==> src/rtl/fir_pkg.sv <==
// fir_pkg: shared definitions for the sequential FIR MAC controller.
//   - fir_state_e : controller state encoding (IDLE / MAC / DRAIN / OUT)
//   - addr_w()    : coefficient address width, $clog2(LENGTH)+1
//   - acc_w()     : full-precision accumulator width, 2*WIDTH+$clog2(LENGTH)
//   - sat_s()     : clip a signed value into a WIDTH-bit two's complement range
// Optional feature macro used by the consumers of this package: FIR_ROUND_SAT_EN.
package fir_pkg;

    typedef enum logic [1:0] {
        IDLE  = 2'd0,
        MAC   = 2'd1,
        DRAIN = 2'd2,
        OUT   = 2'd3
    } fir_state_e;

    function automatic int addr_w(input int len);
        return $clog2(len) + 1;
    endfunction

    function automatic int acc_w(input int w, input int len);
        return 2 * w + $clog2(len);
    endfunction

    // Works on a 64-bit carrier so callers of any width up to 64 can share it.
    function automatic logic signed [63:0] sat_s(input logic signed [63:0] v, input int w);
        logic signed [63:0] hi;
        logic signed [63:0] lo;
        hi = (64'sd1 <<< (w - 1)) - 64'sd1;
        lo = -(64'sd1 <<< (w - 1));
        if (v > hi)      return hi;
        else if (v < lo) return lo;
        else             return v;
    endfunction

endpackage

==> src/rtl/fir_sample_ring.sv <==
// fir_sample_ring: LENGTH x WIDTH circular sample history.
//   clk        in   rising-edge clock
//   rst        in   asynchronous active-low reset; clears history and pointer
//   wr_en_i    in   write wr_data_i at the write pointer, then advance it
//   wr_data_i  in   sample to store
//   rd_off_i   in   read offset back from the newest sample (0 = newest)
//   rd_data_o  out  registered read of history[newest - rd_off_i]
module fir_sample_ring
    import fir_pkg::*;
#(
    parameter int WIDTH  = 8,
    parameter int LENGTH = 16,
    localparam int PW    = $clog2(LENGTH),
    localparam int AW    = PW + 1
) (
    input  logic             clk,
    input  logic             rst,
    input  logic             wr_en_i,
    input  logic [WIDTH-1:0] wr_data_i,
    input  logic [AW-1:0]    rd_off_i,
    output logic [WIDTH-1:0] rd_data_o
);

    logic [LENGTH-1:0][WIDTH-1:0] hist_q;
    logic [PW-1:0]                wr_ptr_q;
    logic [AW-1:0]                rd_ext;
    logic [PW-1:0]                rd_sel;

    // wr_ptr_q points one past the newest entry. Biasing by LENGTH-1 keeps the
    // subtraction non-negative; one conditional subtract folds it back into range,
    // so non-power-of-two lengths work without a modulo.
    always_comb begin
        rd_ext = {1'b0, wr_ptr_q} + AW'(LENGTH - 1) - rd_off_i;
        rd_sel = PW'((rd_ext >= AW'(LENGTH)) ? (rd_ext - AW'(LENGTH)) : rd_ext);
    end

    always_ff @(posedge clk or negedge rst) begin
        if (!rst) begin
            hist_q    <= '0;
            wr_ptr_q  <= '0;
            rd_data_o <= '0;
        end else begin
            if (wr_en_i) begin
                hist_q[wr_ptr_q] <= wr_data_i;
                wr_ptr_q         <= (wr_ptr_q == PW'(LENGTH - 1)) ? '0 : wr_ptr_q + PW'(1);
            end
            rd_data_o <= hist_q[rd_sel];
        end
    end

endmodule

==> src/rtl/fir_mac_ctrl.sv <==
// fir_mac_ctrl: sequential FIR filter controller/datapath.
// Accepts one sample per handshake, walks coefficient addresses 0..LENGTH-1 into
// an external 1-cycle-latency coefficient memory and multiply-accumulates each
// coefficient against the aligned history sample.
//   clk         in   rising-edge clock
//   rst         in   asynchronous active-low reset
//   in_data     in   signed input sample (WIDTH)
//   in_valid    in   in_data valid
//   in_ready    out  block can accept a sample (IDLE only)
//   coeff_addr  out  coefficient address, $clog2(LENGTH)+1 bits, MSB always 0
//   coeff_data  in   signed coefficient, returned one cycle after coeff_addr
//   out_data    out  signed result: ACC_W bits, or WIDTH bits with FIR_ROUND_SAT_EN
//   out_valid   out  out_data valid
//   out_ready   in   downstream accepts out_data
// Macro FIR_ROUND_SAT_EN: round half up, arithmetic shift by SHIFT and saturate
// to WIDTH bits in the DRAIN cycle. Undefined: exact full-precision sum.
module fir_mac_ctrl
    import fir_pkg::*;
#(
    parameter int WIDTH   = 8,
    parameter int LENGTH  = 16,
    parameter int SHIFT   = WIDTH - 1,
    localparam int ACC_W  = acc_w(WIDTH, LENGTH),
    localparam int ADDR_W = addr_w(LENGTH),
`ifdef FIR_ROUND_SAT_EN
    localparam int OUT_W  = WIDTH
`else
    localparam int OUT_W  = ACC_W
`endif
) (
    input  logic                    clk,
    input  logic                    rst,
    input  logic signed [WIDTH-1:0] in_data,
    input  logic                    in_valid,
    output logic                    in_ready,
    output logic [ADDR_W-1:0]       coeff_addr,
    input  logic signed [WIDTH-1:0] coeff_data,
    output logic signed [OUT_W-1:0] out_data,
    output logic                    out_valid,
    input  logic                    out_ready
);

    localparam logic [ADDR_W-1:0] K_LAST = ADDR_W'(LENGTH - 1);

    if (LENGTH < 2 || SHIFT < 0) begin : g_bad_cfg
        $error("fir_mac_ctrl: LENGTH must be >= 2 and SHIFT >= 0");
    end

    fir_state_e               state_q, state_d;
    logic [ADDR_W-1:0]        k_q, k_d;
    logic signed [ACC_W-1:0]  acc_q, acc_d;
    logic signed [OUT_W-1:0]  out_q, out_d;
    logic [WIDTH-1:0]         smp;
    logic                     ring_we;
    logic signed [ACC_W-1:0]  smp_ext, cf_ext, prod, acc_sum;
    logic signed [OUT_W-1:0]  result;

    fir_sample_ring #(
        .WIDTH (WIDTH),
        .LENGTH(LENGTH)
    ) u_ring (
        .clk      (clk),
        .rst      (rst),
        .wr_en_i  (ring_we),
        .wr_data_i(in_data),
        .rd_off_i (k_q),
        .rd_data_o(smp)
    );

    // smp and coeff_data both trail coeff_addr by one cycle, so they always
    // belong to the same tap k-1 when seen in cycle k.
    always_comb begin
        smp_ext = ACC_W'($signed(smp));
        cf_ext  = ACC_W'(coeff_data);
        prod    = smp_ext * cf_ext;
        acc_sum = acc_q + prod;
    end

`ifdef FIR_ROUND_SAT_EN
    localparam logic signed [ACC_W:0] RND = (ACC_W + 1)'((2 ** SHIFT) / 2);
    logic signed [ACC_W:0] rnd_sum, rnd_shr;
    logic signed [63:0]    rnd_sat;

    // One guard bit so the rounding add can never wrap.
    always_comb begin
        rnd_sum = {acc_sum[ACC_W-1], acc_sum} + RND;
        rnd_shr = rnd_sum >>> SHIFT;
        rnd_sat = sat_s(64'(rnd_shr), WIDTH);
        result  = OUT_W'(rnd_sat);
    end
`else
    always_comb result = acc_sum;
`endif

    always_comb begin
        state_d = state_q;
        k_d     = k_q;
        acc_d   = acc_q;
        out_d   = out_q;
        ring_we = 1'b0;
        unique case (state_q)
            IDLE: begin
                if (in_valid) begin
                    ring_we = 1'b1;
                    k_d     = '0;
                    acc_d   = '0;
                    state_d = MAC;
                end
            end
            MAC: begin
                // First MAC cycle has no product in flight yet.
                if (k_q != '0) acc_d = acc_sum;
                if (k_q == K_LAST) state_d = DRAIN;
                else               k_d     = k_q + ADDR_W'(1);
            end
            DRAIN: begin
                out_d   = result;
                state_d = OUT;
            end
            OUT: begin
                if (out_ready) state_d = IDLE;
            end
            default: state_d = IDLE;
        endcase
    end

    always_ff @(posedge clk or negedge rst) begin
        if (!rst) begin
            state_q <= IDLE;
            k_q     <= '0;
            acc_q   <= '0;
            out_q   <= '0;
        end else begin
            state_q <= state_d;
            k_q     <= k_d;
            acc_q   <= acc_d;
            out_q   <= out_d;
        end
    end

    assign in_ready   = (state_q == IDLE);
    assign out_valid  = (state_q == OUT);
    assign out_data   = out_q;
    assign coeff_addr = k_q;

endmodule

==> config.mk <==
export PLATFORM = sky130hd
export DESIGN_NAME = fir_mac_ctrl
export DESIGN_NICKNAME = d
export VERILOG_FILES = /design/src/rtl/fir_pkg.sv /design/src/rtl/fir_sample_ring.sv /design/src/rtl/fir_mac_ctrl.sv
export SDC_FILE = /design/constraint.sdc
export NUM_CORES = 1
export LEC_CHECK = 0
export BUFFER_PORTS_ARGS = -buffer_cell sky130_fd_sc_hd__buf_2
export CAP_MARGIN = 5
export CORE_ASPECT_RATIO = 0.75
export CORE_MARGIN = 2
export CORE_UTILIZATION = 30
export DETAILED_ROUTE_END_ITERATION = 12
export GPL_ROUTABILITY_DRIVEN = 0
export SYNTH_ARGS = -nofsm -noshare
export SYNTH_HDL_FRONTEND = slang
export SYNTH_SLANG_ARGS = --single-unit
==> constraint.sdc <==
create_clock -name clk -period 13.4 [get_ports clk]
set_input_delay 1.34 -clock clk [delete_from_list [all_inputs] [get_ports clk]]
set_output_delay 1.34 -clock clk [all_outputs]
set_load 0.1 [all_outputs]
==> impl_metrics.toml, run 1 <==
[drt]
routedWlPerCell_um = 17.2
postRouteAntennaNets = 0
drc = 0
vias = 7409
met3_length_um = 957
top_layer_used = "met4"
drt_iter0_drc = 420
via_per_inst = 4.81
met1_length_um = 13100
drt-pass1-iter-count = 5
routed_wl_um = 26500
wl_met2_um = 12100

[setup_path]
path_class = "in2reg"
cp-start-kind = "input port"
r2r_start = "u_ring.rd_data_o[7]$_DFF_PN0_"
crit_path_end_kind = "register"
cp.required_ns = 13.73
worstPathMaxFanout = 13
arrival_ns = 6.63
r2r_slack_ns = 7.67
worstReg2RegEnd = "out_data[17]$_DFFE_PN0P_"
reg2reg_depth = 15
cp-startpoint = "coeff_data[0]"
crit_end = "out_data[17]$_DFFE_PN0P_"

[timing]
tns_ns = 0
tightest_slew_ns = 1.02
finalSetupViolCount = 0
fin_crit_sh = 0.470
slew_violations = 0
period_needed_ns = 6.29
max_freq_mhz = 159
rsz0062_at_grt = "no"
relSlewSlack = 0.320
hold_violations = 0
finalClockSkew_ns = 0.0116

[yosys]
async_flop_share = 1.00
synth_edf_count = 0
synthFlopType = "dfrtp_1"
netlist_area_mm2 = 0.0120
synth_fp_nets = 1139
ys_warn_count = 0
yosys.cell_types.count = 54
synth-seq-area-share = 0.391
syn-instance-count = 970
synth-seq-cells = 187
syn_avg_cell_area_um2 = 12.3

[placement]
post-dp-hpwl_um = 19300
port_buffers = 46
placedCellCount = 1508
placed_area_mm2 = 0.0127

[global_route]
grt_pass1_vias = 7849
grt_use_total = 0.137
grt_max_degree = 106
gr-total-overflow = 0
grt_pass1_wl_um = 43900
antenna_found_initial = 2

[finish]
postLayoutCellArea_mm2 = 0.0133
num-fill-cells = 3909
fin_cells = 1541
nets = 1176
drive_above_1_share = 0.273
area_growth_pct = 11.6

[clock_network]
postCtsHoldBufs = 0
cts_tree = "built"
clock_path_buffers = 2
cts.sinks = 187
cts_setup_buffers = 0
clock_latency_ns = 0.44
cts_buffers = 17
htree_levels = 4
clk_pin_slew_ns = 0.07
clock-root-buffer = "clkbuf_16"
post_cts_resized = 0

[die]
start_util = 0.303
fp.dieH_um = 177
io_pins = 47
num_rows = 63
dieArea_mm2 = 0.0415
die_w_um = 235
core_mm2 = 0.0394

[worst_hold_path]
hp-class = "reg2reg"

[flow_run]
maxCapViolations = 0

[status]
status = "finished clean"
## synthesized netlist by cell type, types with 4 or more instances
master | instances | area, um^2
mux2_2 | 141 | 1590
a22o_1 | 7 | 61.3
nor2_2 | 12 | 75.1
nand3_1 | 7 | 35.0
nand2_1 | 74 | 278
buf_2 | 6 | 30.0
inv_1 | 103 | 387
fa_1 | 89 | 1780
xor2_1 | 10 | 87.6
dfrtp_1 | 187 | 4680
clkbuf_1 | 22 | 82.6
mux2i_1 | 8 | 80.1
nor2_1 | 24 | 90.1
a21oi_1 | 31 | 155
o21ai_0 | 22 | 110
buf_4 | 4 | 30.0
nor2b_1 | 11 | 68.8
nand2b_1 | 5 | 31.3
xnor2_1 | 14 | 123
a21o_1 | 8 | 60.1
mux4_2 | 32 | 721
and2_1 | 34 | 213
ha_1 | 60 | 751
nor3_1 | 9 | 45.0
a211oi_1 | 10 | 75.1
## routing by layer
metal,GRT usage,vias up
li1,-,3383
met1,0.203,3889
met2,0.208,115
met3,0.0245,22
met4,0.0341,0
met5,0,-
## cell usage in the layout, fill, tap and decap left out, types with 2 or more instances in the layout
master,netlist,layout
nor3_1,9,9
nor2_1,24,24
buf_2,6,45
o21ai_1,2,2
dfrtp_1,187,187
o31ai_1,3,3
nand2_1,74,74
a31oi_1,2,2
a22o_1,7,7
clkbuf_8,0,2
clkinvlp_4,0,2
clkbuf_16,0,17
mux2i_1,8,8
mux2_2,141,141
a21oi_1,31,31
nor2b_1,11,11
inv_6,0,6
a21o_1,8,8
nand4_1,2,2
o21ai_0,22,22
nand3_1,7,7
inv_1,103,103
nand2b_1,5,5
inv_8,0,3
and2_1,34,34
buf_4,4,6
nor2_2,12,12
xnor2_1,14,14
a211o_1,3,3
o21a_1,3,3
xor2_1,10,9
a211oi_1,10,10
mux4_2,32,32
ha_1,60,59
and3_1,3,3
fa_1,89,89
## worst min path at each step
stage | start | to | slack, ns | cells past startpoint
2_1_floorplan | acc_q[1]$_DFFE_PN0P_ | acc_q[1]$_DFFE_PN0P_ | 0.45 | 2
4_1_cts | acc_q[6]$_DFFE_PN0P_ | acc_q[6]$_DFFE_PN0P_ | 0.50 | 2
3_3_place_gp | acc_q[6]$_DFFE_PN0P_ | acc_q[6]$_DFFE_PN0P_ | 0.47 | 2
3_5_place_dp | acc_q[4]$_DFFE_PN0P_ | acc_q[4]$_DFFE_PN0P_ | 0.48 | 2
5_1_grt | u_ring.hist_q[56]$_DFFE_PN0P_ | u_ring.hist_q[56]$_DFFE_PN0P_ | 0.52 | 1
6_report | acc_q[6]$_DFFE_PN0P_ | acc_q[6]$_DFFE_PN0P_ | 0.49 | 2
## registers in the layout, indices dropped and copies added (netlist names)
signal	count
acc_q	20
u_ring.hist_q	128
u_ring.rd_data_o	8
out_data	20
state_q	2
coeff_addr	5
u_ring.wr_ptr_q	4
## final cells by class
cell class / instances / area [um^2] / share of cell area
diodes: 1 / 2.50 / 0.000188
clock buffers: 19 / 443 / 0.0332
clock inverters: 13 / 148 / 0.0111
inverters: 104 / 390 / 0.0293
multi-input cells: 645 / 6740 / 0.505
flip-flops and latches: 187 / 4680 / 0.351
well taps: 520 / 651 / 0.0488
repair buffers: 52 / 284 / 0.0213
## cells by family after synthesis
| logic type | share of synthesized area |
|---|---|
| mux | 0.200 |
| simple gates | 0.0749 |
| fa+ha+maj | 0.212 |
| buf+inv | 0.0453 |
| flops | 0.391 |
| compound gates | 0.0591 |
| xor+xnor | 0.0176 |
## per-stage QoR
step	utilization	hold slack, ns	worst slack [ns]
after floorplan	-	0.450	7.25
after global placement	0.323	0.473	6.79
after detailed placement	0.323	0.480	6.68
after CTS	0.338	0.496	7.13
after global routing	0.338	0.518	6.89
final	0.339	0.486	7.11
## critical path, stage by stage
cell and delay [ns]:
buf_2 0.19, and2_1 0.60, inv_1 0.14, fa_1 0.53
inv_1 0.06, fa_1 0.53, fa_1 0.47, fa_1 0.59
fa_1 0.43, ha_1 0.37, a21o_1 0.20, a21oi_1 0.26
a211oi_1 0.14, o32ai_2 0.36, o211ai_1 0.15, a31o_2 0.27
Power of run 1 is not shown: default switching activity piles up to over one toggle a cycle in this logic, so the estimate is an artifact.
==> inputs of run 2 (changes only) <==
clock period = 5.4 ns   (was 13.4 ns; I/O delays follow)
==> run 2 against run 1 <==
  * Non-clock buffer count up 20
  * Critical path depth down 1
  * Clock skew increased by 0.0036 ns
  * Via count grew 0.18%
==> impl_metrics.toml, run 2 (synthesized netlist as in run 1, its figures left out) <==
[die]
core_mm2 = 0.0394
dieArea_mm2 = 0.0415
fp.dieH_um = 177
io_pins = 47
die_w_um = 235
start_util = 0.303
num_rows = 63

[placement]
placedCellCount = 1528
post-dp-hpwl_um = 19900
port_buffers = 46
placed_area_mm2 = 0.0129

[clock_network]
cts.sinks = 187
cts_tree = "built"
cts_setup_buffers = 0
clock-root-buffer = "clkbuf_16"
post_cts_resized = 0
cts_buffers = 17
clk_pin_slew_ns = 0.08
clock_path_buffers = 2
clock_latency_ns = 0.44
postCtsHoldBufs = 0
htree_levels = 4

[setup_path]
critPathMostFrequentCell = "fa_1"
crit_family = "adder cells"
r2r_slack_ns = 0.21
crit_chain = "nand2_1, fa_1, fa_1, inv_1, fa_1, fa_1, fa_1, ha_1, buf_4, o21a_2, a21oi_2, o21ai_1, a311oi_2, xor2_1, o31ai_1"
max_stage_delay_ns = 0.60
crit_path_end_kind = "register"
cp.required_ns = 5.70
path_class = "reg2reg"
cp_slowest_cell = "fa_1"
crit_buf_inv = 2
cp-start-kind = "register"
worstPathMaxFanout = 8
arrival_ns = 5.48

[finish]
postLayoutCellArea_mm2 = 0.0135
num-fill-cells = 3890
regArea_mm2 = 0.00468
fin_cells = 1560
layout_common_cells = "185 x dfrtp_1, 141 x mux2_2, 103 x inv_1"
final_common_cell = "dfrtp_1"
area_growth_pct = 13.1
largest_reg_flops = 128
diodes = 0
drive_above_1_share = 0.290
nets = 1196
top_register = "u_ring.hist_q"
utilization = 0.343
multiInputGateArea_mm2 = 0.00675

[timing]
period_needed_ns = 5.19
hold_violations = 0
finalSetupViolCount = 0
relSlewSlack = 0.340
tightest_slew_ns = 0.991
rsz0062_at_grt = "no"
finalClockSkew_ns = 0.0151
max_freq_mhz = 193
fin_crit_sh = 0.961
tns_ns = 0
slew_violations = 0

[global_route]
gr-total-overflow = 0
antenna_found_initial = 3
grt_max_degree = 93
grt_pass1_wl_um = 44300
grt_pass1_vias = 7830
grt_use_total = 0.138

[worst_hold_path]
hp-class = "in2async"

[drt]
drc = 0
routedWlPerCell_um = 17.2
routed_wl_um = 26900
drt_iter0_drc = 504
vias = 7422
postRouteAntennaNets = 0
drt-pass1-iter-count = 4
via_per_inst = 4.76

[flow_run]
maxCapViolations = 0

[status]
status = "finished clean"
## run 2: worst reg2reg max path, delay by kind of cell (launching register included)
kind,cells,cell delay (ns)
flops,1,0.56
fa+ha+maj,6,2.93
buf+inv,2,0.23
compound gates,5,0.94
xor+xnor,1,0.29
simple gates,1,0.13
## run 2: final timing paths
path | start | endpoint | depth (start not counted)
setup / recovery | u_ring.rd_data_o[2]$_DFF_PN0_ | acc_q[14]$_DFFE_PN0P_ | 15
hold / removal | rst | u_ring.hist_q[66]$_DFFE_PN0P_ | 1
setup reg to reg | u_ring.rd_data_o[2]$_DFF_PN0_ | acc_q[14]$_DFFE_PN0P_ | 15
hold reg to reg | acc_q[5]$_DFFE_PN0P_ | acc_q[5]$_DFFE_PN0P_ | 2
max in group asynchronous | rst | u_ring.rd_data_o[1]$_DFF_PN0_ | 2
min in group clk | in_valid | u_ring.wr_ptr_q[3]$_DFFE_PN0P_ | 3
## run 2: final cells by class
| class | count | share of cell area |
|---|---|---|
| clock inverters | 15 | 0.0146 |
| inverters | 104 | 0.0289 |
| repair buffers | 72 | 0.0321 |
| well taps | 520 | 0.0481 |
| clock buffers | 17 | 0.0315 |
| multi-input cells | 645 | 0.499 |
| flip-flops and latches | 187 | 0.346 |
## run 2: metal layers
| metal | vias up | track usage | part of all wire | wire [um] |
|---|---|---|---|---|
| li1 | 3421 | - | - | - |
| met1 | 3846 | 0.211 | 0.51 | 13600 |
| met2 | 133 | 0.202 | 0.45 | 12000 |
| met3 | 22 | 0.0248 | 0.040 | 1070 |
| met4 | 0 | 0.0286 | 0.010 | 270 |
| met5 | - | 0 | 0 | 0 |
## run 2: stage by stage
step	hold WS (ns)	worst slack (ns)
global placement	0.471	0.0982
CTS	0.191	0.117
floorplan	0.244	0.0496
finish	0.160	0.213
detailed placement	0.473	0.0395
global route	0.201	0.00526
Power of run 2 is left out for the same reason.
==> inputs of run 3 (changes only) <==
BUFFER_PORTS_ARGS = -buffer_cell sky130_fd_sc_hd__buf_4   (was -buffer_cell sky130_fd_sc_hd__buf_2)
REMOVE_ABC_BUFFERS = 1   (was unset)
==> run 3 against run 2 <==
  * Routed wire length rose by 0.80%
  * Highest routed layer unchanged
  * Register-to-register slack got worse by 0.04 ns
  * Sequential cell count did not move
  * Clock skew fell by 0.0052 ns
  * Count of clock-buffer cells in the layout rose by 4
==> impl_metrics.toml, run 3 (synthesized netlist as in run 1, its figures left out) <==
[die]
die_w_um = 235
dieArea_mm2 = 0.0415
num_rows = 63
io_pins = 47
fp.dieH_um = 177
core_mm2 = 0.0394
start_util = 0.303

[finish]
largest_reg_flops = 128
layout_common_cells = "184 x dfrtp_1, 141 x mux2_2, 103 x inv_1"
nets = 1196
top_register = "u_ring.hist_q"
num-fill-cells = 3887
diodes = 0
drive_above_1_share = 0.289
postLayoutCellArea_mm2 = 0.0136
final_common_cell = "dfrtp_1"
area_growth_pct = 14.1
fin_cells = 1559

[clock_network]
clock_latency_ns = 0.44
clock-root-buffer = "clkbuf_16"
cts_setup_buffers = 0
cts_buffers = 17
cts.sinks = 187
clk_pin_slew_ns = 0.07
htree_levels = 4
clock_path_buffers = 2
cts_tree = "built"
post_cts_resized = 0
postCtsHoldBufs = 0

[setup_path]
path_class = "reg2reg"
critPathMostFrequentCell = "fa_1"
r2r_slack_ns = 0.17
worstPathMaxFanout = 8
reg2reg_depth = 16
cp-start-kind = "register"
crit_family = "adder cells"
cp_slowest_cell = "fa_1"
cp-startpoint = "u_ring.rd_data_o[7]$_DFF_PN0_"
crit_end = "acc_q[14]$_DFFE_PN0P_"
crit_path_end_kind = "register"
crit_chain = "and2_1, inv_1, fa_1, inv_1, fa_1, fa_1, fa_1, fa_1, ha_1, buf_4, o21a_2, a21oi_2, o21ai_1, a311oi_2, xor2_2, o31ai_1"
max_stage_delay_ns = 0.59
r2r_start = "u_ring.rd_data_o[7]$_DFF_PN0_"
arrival_ns = 5.58
worstReg2RegEnd = "acc_q[14]$_DFFE_PN0P_"
crit_buf_inv = 3
cp.required_ns = 5.75
cp_num_cells = 16

[flow_run]
maxCapViolations = 0

[global_route]
met1_usage = 0.209
grt_util_met2 = 0.204
grt_max_degree = 78
gr-total-overflow = 0
grt_pass1_vias = 7936
use_met3 = 0.0338
grt_pass1_wl_um = 44800
grt.busiest_layer = "met1"
antenna_found_initial = 0
grt_use_total = 0.140

[drt]
drt_iter0_drc = 315
postRouteAntennaNets = 0
drt-pass1-iter-count = 4
via_per_inst = 4.76
routedWlPerCell_um = 17.4
routed_wl_um = 27100
vias = 7427
drc = 0

[timing]
tns_ns = 0
max_freq_mhz = 191
relSlewSlack = 0.272
slew_violations = 0
finalClockSkew_ns = 0.00994
hold_violations = 0
finalSetupViolCount = 0
fin_crit_sh = 0.968
fin_hold_ws_ns = 0.0330
tightest_slew_ns = 1.09
period_needed_ns = 5.23

[placement]
port_buffers = 46
placedCellCount = 1528
post-dp-hpwl_um = 20200
placed_area_mm2 = 0.0130

[status]
status = "finished clean"

[worst_hold_path]
hp-class = "in2async"
[run 3: worst min path at each step]
| stage | endpoint | slack (ns) | cells past startpoint |
|---|---|---|---|
| 3_3_place_gp | acc_q[5]$_DFFE_PN0P_ | 0.47 | 2 |
| 4_1_cts | u_ring.hist_q[116]$_DFFE_PN0P_ | 0.03 | 1 |
| 3_5_place_dp | acc_q[2]$_DFFE_PN0P_ | 0.47 | 2 |
| 5_1_grt | u_ring.hist_q[84]$_DFFE_PN0P_ | 0.04 | 1 |
| 6_report | u_ring.hist_q[84]$_DFFE_PN0P_ | 0.03 | 1 |
| 2_1_floorplan | acc_q[0]$_DFFE_PN0P_ | 0.24 | 0 |
[run 3: per-stage QoR]
stage,worst slack [ns],util
2_1_floorplan,0.167,-
3_3_place_gp,0.0716,0.330
3_5_place_dp,0.00436,0.330
4_1_cts,0.0926,0.346
5_1_grt,-0.0210,0.346
6_report,0.174,0.346
[run 3: cell type report]
cell class,count,area (um^2),share of cell area
clock buffers,21,460,0.0337
repair buffers,72,559,0.0410
multi-input cells,645,6750,0.495
flip-flops and latches,187,4680,0.343
well taps,520,651,0.0477
clock inverters,10,151,0.0111
inverters,104,390,0.0286
[run 3: metal layers]
metal,vias up,routed length [um]
met1,3840,13500
li1,3422,-
met4,0,265
met5,-,0
met2,147,12000
met3,18,1350
[run 3: worst register-to-register path: cells and delay by family, from the launching register on]
kind | cells | cell delay, ns
DFF | 1 | 0.48
adders and majority gates | 6 | 2.82
AOI/OAI and AO/OA | 5 | 1.19
and+or+nand+nor | 1 | 0.21
xor gates and xnor gates | 1 | 0.16
buffers and inverters | 3 | 0.27
Power of run 3 is left out for the same reason.
